<file path="src/rtl/uart_ctrl_pkg.sv">
// Shared UART controller definitions: TX FIFO sizing, character type and
// the push/pop operation encoding used by the FIFO count update and coverage.
package uart_ctrl_pkg;

  localparam int unsigned UART_TX_FIFO_DEPTH = 16;
  localparam int unsigned UART_DATA_W        = 8;

  typedef logic [UART_DATA_W-1:0] uart_char_t;

  // Accepted operations in one cycle: bit 1 = pop, bit 0 = push
  typedef enum logic [1:0] {
    OP_NONE = 2'b00,
    OP_PUSH = 2'b01,
    OP_POP  = 2'b10,
    OP_BOTH = 2'b11
  } fifo_op_e;

endpackage

</file>
<file path="src/rtl/uart_tx_fifo_if.sv">
// Handshake bundle between the THR write path / TX serialiser and the TX FIFO.
// Optional watermark signals exist only with UART_TX_FIFO_WATERMARK_EN defined.
interface uart_tx_fifo_if
  import uart_ctrl_pkg::*;
#(
  parameter int unsigned DEPTH  = UART_TX_FIFO_DEPTH,
  parameter int unsigned DATA_W = UART_DATA_W
);

  localparam int unsigned PTR_W = $clog2(DEPTH);

  logic              push;
  logic [DATA_W-1:0] push_data;
  logic              pop;
  logic [DATA_W-1:0] pop_data;
  logic              clear;
  logic              full;
  logic              empty;
  logic              thre;
  logic [PTR_W:0]    fifo_ptr;
  logic              overflow;
`ifdef UART_TX_FIFO_WATERMARK_EN
  logic [PTR_W:0]    thresh;
  logic              below_thresh;

  modport master (
    output push, push_data, pop, clear, thresh,
    input  pop_data, full, empty, thre, fifo_ptr, overflow, below_thresh
  );

  modport slave (
    input  push, push_data, pop, clear, thresh,
    output pop_data, full, empty, thre, fifo_ptr, overflow, below_thresh
  );
`else
  modport master (
    output push, push_data, pop, clear,
    input  pop_data, full, empty, thre, fifo_ptr, overflow
  );

  modport slave (
    input  push, push_data, pop, clear,
    output pop_data, full, empty, thre, fifo_ptr, overflow
  );
`endif

endinterface

</file>
<file path="src/rtl/uart_fifo_mem.sv">
// DEPTH x DATA_W register array: one synchronous write port, one
// asynchronous read port. Contents are intentionally not reset.
module uart_fifo_mem #(
  parameter  int unsigned DEPTH  = 16,
  parameter  int unsigned DATA_W = 8,
  localparam int unsigned PTR_W  = $clog2(DEPTH)
) (
  input  logic              clock,
  input  logic              we,
  input  logic [PTR_W-1:0]  waddr,
  input  logic [DATA_W-1:0] wdata,
  input  logic [PTR_W-1:0]  raddr,
  output logic [DATA_W-1:0] rdata
);

  logic [DATA_W-1:0] mem [DEPTH];

  // Write port
  always_ff @(posedge clock) begin
    if (we) begin
      mem[waddr] <= wdata;
    end
  end

  // Zero-latency read of the addressed entry
  assign rdata = mem[raddr];

endmodule

</file>
<file path="src/rtl/uart_tx_fifo.sv">
// UART transmit FIFO: first-word-fall-through buffer between THR writes and
// the TX serialiser, with 16550-style clear, THR-empty and sticky overflow.
// Optional feature macro: UART_TX_FIFO_WATERMARK_EN (adds thresh/below_thresh).
module uart_tx_fifo
  import uart_ctrl_pkg::*;
#(
  parameter  int unsigned DEPTH  = UART_TX_FIFO_DEPTH,
  parameter  int unsigned DATA_W = UART_DATA_W,
  localparam int unsigned PTR_W  = $clog2(DEPTH)
) (
  input logic           clock,
  input logic           reset,
  uart_tx_fifo_if.slave bus
);

  logic [PTR_W-1:0] wr_ptr;
  logic [PTR_W-1:0] rd_ptr;
  logic [PTR_W:0]   count;
  logic [PTR_W:0]   count_nxt;
  logic             thre_q;
  logic             overflow_q;
  logic             full_c;
  logic             empty_c;
  logic             push_acc;
  logic             pop_acc;
  logic             ovf_set;
  fifo_op_e         op;

  // Flags come from the registered occupancy, not from pointer compare
  assign full_c  = (count == (PTR_W+1)'(DEPTH));
  assign empty_c = (count == '0);

  // Clear wins over both strobes; a pop frees a slot for a same-cycle push
  assign pop_acc  = bus.pop && !empty_c && !bus.clear;
  assign push_acc = bus.push && (!full_c || bus.pop) && !bus.clear;
  assign ovf_set  = bus.push && full_c && !bus.pop && !bus.clear;
  assign op       = fifo_op_e'({pop_acc, push_acc});

  // Next-state occupancy
  always_comb begin
    count_nxt = count;
    if (bus.clear) begin
      count_nxt = '0;
    end else begin
      case (op)
        OP_PUSH: count_nxt = count + (PTR_W+1)'(1);
        OP_POP:  count_nxt = count - (PTR_W+1)'(1);
        default: count_nxt = count;
      endcase
    end
  end

  // Pointers, occupancy, THR-empty and sticky overflow
  always_ff @(posedge clock or posedge reset) begin
    if (reset) begin
      wr_ptr     <= '0;
      rd_ptr     <= '0;
      count      <= '0;
      thre_q     <= 1'b1;
      overflow_q <= 1'b0;
    end else begin
      if (bus.clear) begin
        wr_ptr <= '0;
        rd_ptr <= '0;
      end else begin
        if (push_acc) wr_ptr <= wr_ptr + PTR_W'(1);
        if (pop_acc)  rd_ptr <= rd_ptr + PTR_W'(1);
      end
      count  <= count_nxt;
      thre_q <= (count_nxt == '0);
      if (bus.clear) begin
        overflow_q <= 1'b0;
      end else if (ovf_set) begin
        overflow_q <= 1'b1;
      end
    end
  end

`ifdef UART_TX_FIFO_WATERMARK_EN
  logic below_q;

  // Early refill request from the next-state occupancy
  always_ff @(posedge clock or posedge reset) begin
    if (reset) begin
      below_q <= 1'b1;
    end else begin
      below_q <= (count_nxt < bus.thresh);
    end
  end

  assign bus.below_thresh = below_q;
`endif

  uart_fifo_mem #(
    .DEPTH  (DEPTH),
    .DATA_W (DATA_W)
  ) u_mem (
    .clock (clock),
    .we    (push_acc),
    .waddr (wr_ptr),
    .wdata (bus.push_data),
    .raddr (rd_ptr),
    .rdata (bus.pop_data)
  );

  assign bus.fifo_ptr = count;
  assign bus.full     = full_c;
  assign bus.empty    = empty_c;
  assign bus.thre     = thre_q;
  assign bus.overflow = overflow_q;

endmodule

</file>
<file path="src/flat_wrapper.sv">
// flat-port wrapper written by rule: the top's interface ports become plain ports
module uart_tx_fifo_flat import uart_ctrl_pkg::*;
#(
  parameter  int unsigned DEPTH  = UART_TX_FIFO_DEPTH,
  parameter  int unsigned DATA_W = UART_DATA_W,
  localparam int unsigned PTR_W  = $clog2(DEPTH)
)
  (clock, reset, bus_push, bus_push_data, bus_pop, bus_clear, bus_pop_data, bus_full, bus_empty, bus_thre, bus_fifo_ptr, bus_overflow);
  uart_tx_fifo_if #(.DEPTH(DEPTH), .DATA_W(DATA_W)) bus_i ();
  input logic clock;
  input logic reset;
  input wire logic [$bits(bus_i.push)-1:0] bus_push;
  input wire logic [$bits(bus_i.push_data)-1:0] bus_push_data;
  input wire logic [$bits(bus_i.pop)-1:0] bus_pop;
  input wire logic [$bits(bus_i.clear)-1:0] bus_clear;
  output wire logic [$bits(bus_i.pop_data)-1:0] bus_pop_data;
  output wire logic [$bits(bus_i.full)-1:0] bus_full;
  output wire logic [$bits(bus_i.empty)-1:0] bus_empty;
  output wire logic [$bits(bus_i.thre)-1:0] bus_thre;
  output wire logic [$bits(bus_i.fifo_ptr)-1:0] bus_fifo_ptr;
  output wire logic [$bits(bus_i.overflow)-1:0] bus_overflow;
  assign bus_i.push = bus_push;
  assign bus_i.push_data = bus_push_data;
  assign bus_i.pop = bus_pop;
  assign bus_i.clear = bus_clear;
  assign bus_pop_data = bus_i.pop_data;
  assign bus_full = bus_i.full;
  assign bus_empty = bus_i.empty;
  assign bus_thre = bus_i.thre;
  assign bus_fifo_ptr = bus_i.fifo_ptr;
  assign bus_overflow = bus_i.overflow;
  uart_tx_fifo #(.DEPTH(DEPTH), .DATA_W(DATA_W)) u_core (.clock(clock), .reset(reset), .bus(bus_i));
endmodule
</file>
<file path="config.mk">
export PLATFORM = sky130hd
export DESIGN_NAME = uart_tx_fifo_flat
export DESIGN_NICKNAME = d
export VERILOG_FILES = /design/src/rtl/uart_ctrl_pkg.sv /design/src/rtl/uart_tx_fifo_if.sv /design/src/rtl/uart_fifo_mem.sv /design/src/rtl/uart_tx_fifo.sv /design/src/flat_wrapper.sv
export SDC_FILE = /design/constraint.sdc
export NUM_CORES = 1
export LEC_CHECK = 0
export ABC_CLOCK_PERIOD_IN_PS = 3550
export CAP_MARGIN = 20
export CORE_ASPECT_RATIO = 1.5
export CORE_MARGIN = 2
export CORE_UTILIZATION = 60
export CTS_BUF_LIST = sky130_fd_sc_hd__clkbuf_4
export DETAILED_ROUTE_END_ITERATION = 12
export DONT_BUFFER_PORTS = 1
export PLACE_DENSITY_LB_ADDON = 0.1
export SLEW_MARGIN = 0
export SYNTH_ARGS = -nofsm -noshare
export SYNTH_HDL_FRONTEND = slang
export SYNTH_SLANG_ARGS = --single-unit
</file>
<file path="constraint.sdc">
create_clock -name clock -period 3.55 [get_ports clock]
set_input_delay 0.71 -clock clock [delete_from_list [all_inputs] [get_ports clock]]
set_output_delay 0.71 -clock clock [all_outputs]
set_load 0.1 [all_outputs]
</file>
==> run metrics, run 1 <==
H-tree Lvls=4; I/O pins=30; Tcrit/Tclk final=93.8%; syn avg cell area=16.2 um^2; Worst-path clk slew=0.11 ns; routed wire length=11.6 mm; Max Buffers Root-to-Sink=2; initial antenna violation count=1; GP Congestion=0.852; fin nets=411; Yosys top cell area share=65.2%; Max Clk Rate=0.300 GHz; most frequent cells in the layout=edfxtp_1 (128), nor2_1 (33), mux2i_1 (26), buf_4 (24); Setup CP Type=flop to flop; crit path capture type=flop; via count=3166; top cells by area, synth=edfxtp_1 (65%), mux4_2 (6.1%), dfrtp_1 (5.9%), mux2i_1 (4.4%), nor2_1 (2.2%); vias in the first global route=3306; crit path DAT=3.77 ns; average wire per standard cell=22.4 um; ys async rst share=10.5%; Post-synth top flop=edfxtp_1; Hold Crit Class=primary input to asynchronous set/reset pin; slew margin rel.=38.9%; Overall Global Routing Usage=23.4%; TNS Setup=0 ns; cell count after synthesis=363; drt first-iter violations=256; final hold violations=0; Die H=125 um; final worst slack=0.219 ns; die area=10700 um^2; Clock Sinks=143; Core Rows=44; Pwr Total=3.68 mW; leading area contributor after synthesis=edfxtp_1; synthesized area=5900 um^2; max cap viols=0; RSZ-0062 raised after global routing=false; Cell Pwr Density=563 nW/um^2; worst slew pin tran=0.914 ns; drt via density=6.12; FF+latch area=4230 um^2; # DRC=0; Setup Buffers After CTS=0; Root Buffer=clkbuf_4; CTS tree=done; share of cells above drive strength 1=22.4%; largest net degree at the start of global routing=52; synth unique cells=34; Crit Path Max Fanout=6; Initial Util=61.2%; post-CTS sizing=0; Core ar.=9630 um^2; Worst VDD drop=358 uV; Place WS=0.212 ns; Final ANT Viol Nets=0; Finish-stage setup viols=0; Placed Instance Area=6170 um^2; total grt overflow=0; Ys Warns=0; Seq/Total Area, Yosys=71.6%; Hold WS=0.133 ns; Pleak=2.18 nW; cts bufs inserted=17; combined area of the multi-input logic cells=1570 um^2; Startpoint Class=flop; WP data required=3.99 ns; cell area after layout=6520 um^2; Post-Syn Nets=386; Die Span X=84.9 um; post-route minimum period=3.33 ns; Synth Register Bits=143; Slew Limit Fails=0; Post-synth EDFFs=128; run status=finished clean; first-pass GRT wire length=18.1 mm; Worst-Skew Late Latency=0.52 ns; area grow syn2layout=10.6%; hold-fix buffer count after cts=0; DPL Wire Length=7.55 mm; clock skew=0.0235 ns; first-pass detailed-route iteration total=5; IO buf count=0; most common cell after layout, fill and taps aside=edfxtp_1; fill count=651
[registers in the layout (all words and copies together) (netlist names)]
| name | count |
|---|---|
| u_core.u_mem.mem | 128 |
| u_core.bus.fifo_ptr | 5 |
| u_core.rd_ptr | 4 |
| u_core.wr_ptr | 4 |
| u_core.bus.overflow | 1 |
| u_core.bus.thre | 1 |
[stage by stage]
stage | std cells | util, %
6_report | 517 | 67.7
5_1_grt | 517 | 67.7
4_1_cts | 516 | 67.7
3_5_place_dp | 484 | 64.1
3_3_place_gp | 484 | 64.1
2_1_floorplan | 363 | -
[synthesized netlist by cell type (2+ instances only)]
library cell / n
edfxtp_1: 128
nor2_1: 35
mux2i_1: 26
o21ai_0: 18
nand2_1: 17
mux4_2: 16
a21oi_1: 15
dfrtp_1: 14
clkbuf_1: 11
inv_1: 10
ha_1: 9
mux2_2: 9
a221oi_1: 8
a22oi_1: 8
buf_2: 6
nor3_1: 6
xor2_1: 4
nand2b_1: 3
xnor2_1: 3
buf_1: 2
nand3_1: 2
[area by class of cell]
class / count / area share, %
timing repair buffer: 25 / 3.07
clock inverter: 14 / 3.26
tap: 115 / 2.21
antenna: 1 / 0.0384
multi-input combinational: 191 / 24.0
inverter: 10 / 0.575
clock buffer: 18 / 2.07
sequential: 143 / 64.8
[path summary, 6_finish.rpt]
| path | start | end | slack, ns | depth (start not counted) |
|---|---|---|---|---|
| setup / recovery | u_core.bus.fifo_ptr[1] | u_core.bus.thre | 0.22 | 12 |
| hold / removal | reset | u_core.bus.overflow | 0.13 | 1 |
| setup reg to reg | u_core.bus.fifo_ptr[1] | u_core.bus.thre | 0.22 | 12 |
| hold reg to reg | u_core.rd_ptr[2] | u_core.rd_ptr[2] | 0.60 | 2 |
| max in group asynchronous | reset | u_core.bus.fifo_ptr[2] | 3.00 | 1 |
| min in group clock | bus_clear | u_core.wr_ptr[1] | 0.24 | 1 |
[cells by family after synthesis]
logic type | count (synthesis) | share of synthesized area (%)
buffers and inverters | 29 | 1.97
multiplexers | 51 | 12.2
XOR/XNOR | 7 | 1.04
flip-flops | 143 | 71.6
AO/OA/AOI/OAI | 54 | 5.90
AND/OR/NAND/NOR | 69 | 5.03
adder cells (fa/ha/maj) | 10 | 2.25
[critical path, stage by stage (launching register included)]
cell and delay (ns):
dfrtp_2 0.41, or4_1 0.68, o31ai_4 0.23, nor2_1 0.08, inv_1 0.06, ha_1 0.24, inv_1 0.09, fa_1 0.40
nand2b_1 0.16, a21oi_1 0.16, mux2i_1 0.21, mux2_2 0.36, nor3_1 0.17
[metal layers]
metal | part of all wire [%] | wire length, um | global-route usage (%) | up-vias
met5 | 0 | 0 | 0 | -
met4 | 2.4 | 273 | 10.4 | 0
met1 | 40 | 4650 | 29.0 | 1601
met3 | 4.1 | 473 | 6.47 | 20
li1 | - | - | - | 1454
met2 | 53 | 6160 | 38.5 | 91
[report_power, final]
part | total [mW] | leakage [nW] | internal [mW] | switching [mW]
Sequential | 1.90 | 1.35 | 1.86 | 0.0414
Combinational | 0.571 | 0.650 | 0.186 | 0.386
Clock | 1.20 | 0.176 | 0.638 | 0.562
Total | 3.68 | 2.18 | 2.69 | 0.989
No activity file was read; power rests on OpenSTA's default activity.
==> run 2: changes to the inputs <==
CORE_UTILIZATION = 41   (was 60)
==> run metrics, run 2 (synthesized netlist as in run 1, its figures left out) <==
slew margin rel.=31.7% (-7.1 points); Biggest register=u_core.u_mem.mem; drt via density=5.31 (-13%); Setup CP Type=flop to primary output; vias in the first global route=3398 (+2.8%); H-tree Lvls=4 (unchanged); combined area of the multi-input logic cells=1580 um^2 (+0.64%); drt first-iter violations=171 (-33%); Tcrit/Tclk final=93.3% (-0.53 points); first-pass GRT wire length=19.5 mm (+8.2%); Max Clk Rate=0.302 GHz (+0.57%); final hold violations=0 (unchanged); most common cell after layout, fill and taps aside=edfxtp_1; Finish-stage setup viols=0 (unchanged); first-pass detailed-route iteration total=4 (-1); crit path capture type=primary output; Initial Util=41.9% (-19 points); Die H=151 um (+20%); final worst slack=0.238 ns (+0.0187 ns); largest net degree at the start of global routing=38 (-27%); share of cells above drive strength 1=22.8% (+0.31 points); Pleak=2.14 nW (-1.7%); area grow syn2layout=11.0%; IO buf count=0 (unchanged); RSZ-0062 raised after global routing=false; DPL Wire Length=8.61 mm (+14%); via count=3147 (-0.60%); Worst VDD drop=368 uV (+2.8%); worst slew pin tran=1.02 ns (+0.106 ns); clock skew=0.0142 ns (-0.00939 ns); # DRC=0 (unchanged); Startpoint Class=flop; GP Congestion=0.774 (-9.1%); Worst-Skew Late Latency=0.53 ns (about the same); die area=15400 um^2 (+44%); hold-fix buffer count after cts=0 (unchanged); Root Buffer=clkbuf_4; CTS tree=done; WP data required=2.84 ns (-1.15 ns); Core ar.=14100 um^2 (+46%); Core Rows=53 (+20%); post-route minimum period=3.31 ns (-0.0187 ns); Worst-path clk slew=0.12 ns (about the same); max reg flops=128 (unchanged); fin nets=412 (+0.24%); fill count=1285 (+97%); Crit Path Max Fanout=10 (+4); Die Span X=102 um (+20%); Final ANT Viol Nets=0 (unchanged); TNS Setup=0 ns (unchanged); initial antenna violation count=1 (unchanged); Hold Crit Class=primary input to asynchronous set/reset pin; average wire per standard cell=21.3 um (-4.6%); FF+latch area=4230 um^2 (unchanged); routed wire length=12.6 mm (+9.4%); run status=finished clean; max cap viols=0 (unchanged); I/O pins=30 (unchanged); Setup Buffers After CTS=0 (unchanged); Cell Pwr Density=528 nW/um^2 (-6.2%); Max Buffers Root-to-Sink=2 (unchanged); crit path DAT=2.60 ns (-1.17 ns); Place WS=0.117 ns (-0.0951 ns); Clock Sinks=143 (unchanged); cts bufs inserted=17 (unchanged); Slew Limit Fails=0 (unchanged); Overall Global Routing Usage=17.9% (-5.5 points); most frequent cells in the layout=edfxtp_1 (128), nor2_1 (33), mux2i_1 (26), buf_4 (25); total grt overflow=0 (unchanged); flop2flop setup slack=0.25 ns (+0.03 ns)
==> run 2: where the power goes <==
| part | internal, mW | switching (mW) | total, mW |
|---|---|---|---|
| Sequential | 1.86 | 0.0484 | 1.91 |
| Clock | 0.410 | 0.562 | 0.972 |
| Combinational | 0.192 | 0.384 | 0.576 |
==> run 2: critical path, stage by stage (launching register included) <==
cell	delay, ns
dfrtp_1	0.54
and2_1	0.40
a221oi_1	0.55
a22oi_1	0.18
nand2_1	0.12
buf_4	0.30
==> run 2: layout make-up <==
type                    instances  share of cell area [%]
clock inverters                12                    1.87
diodes                          1                  0.0382
repair buffers                 26                    3.17
well taps                     192                    3.67
clock buffers                  18                    2.06
multi-input cells             191                    24.1
inverters                      10                   0.573
flip-flops and latches        143                    64.6
==> run 2: layer usage <==
layer	vias to the layer above	track usage (%)	part of all wire [%]
met4	0	6.47	2.1
met3	22	4.38	4.7
met5	-	0	0
met1	1592	21.8	41
met2	85	30.6	52
li1	1448	-	-
==> run 2: path summary, 6_finish.rpt <==
| path | startpoint | end | depth (start not counted) |
|---|---|---|---|
| setup reg to reg | u_core.bus.fifo_ptr[1] | u_core.bus.thre | 12 |
| setup / recovery | u_core.rd_ptr[1] | bus_pop_data[2] | 5 |
| min in group clock | bus_clear | u_core.rd_ptr[0] | 1 |
| hold / removal | reset | u_core.wr_ptr[1] | 1 |
| hold reg to reg | u_core.rd_ptr[2] | u_core.rd_ptr[2] | 2 |
| max in group asynchronous | reset | u_core.bus.fifo_ptr[3] | 1 |
==> run 2: metrics by stage <==
step	total power, mW	cell area [um^2]	utilization [%]	hold slack, ns	instances
after global routing	3.60	6550	46.6	0.138	593
after floorplan	2.40	5900	-	0.563	363
after CTS	3.49	6540	46.5	0.101	592
final	3.46	6550	46.6	0.132	593
after global placement	2.53	6280	44.7	0.598	562
after detailed placement	2.53	6280	44.7	0.609	562
==> run 2: repair_timing <==
action,4_1_cts,5_1_grt
resized for setup,0,2
hold endpoints to repair,0,0
setup endpoints to repair,0,2
==> run 3: changes to the inputs <==
SKIP_CTS_REPAIR_TIMING = 1   (was not set)
SKIP_LAST_GASP = 1   (was not set)
==> results of run 3 <==
No change in the layout: final DEF, timing and power equal those of run 2.
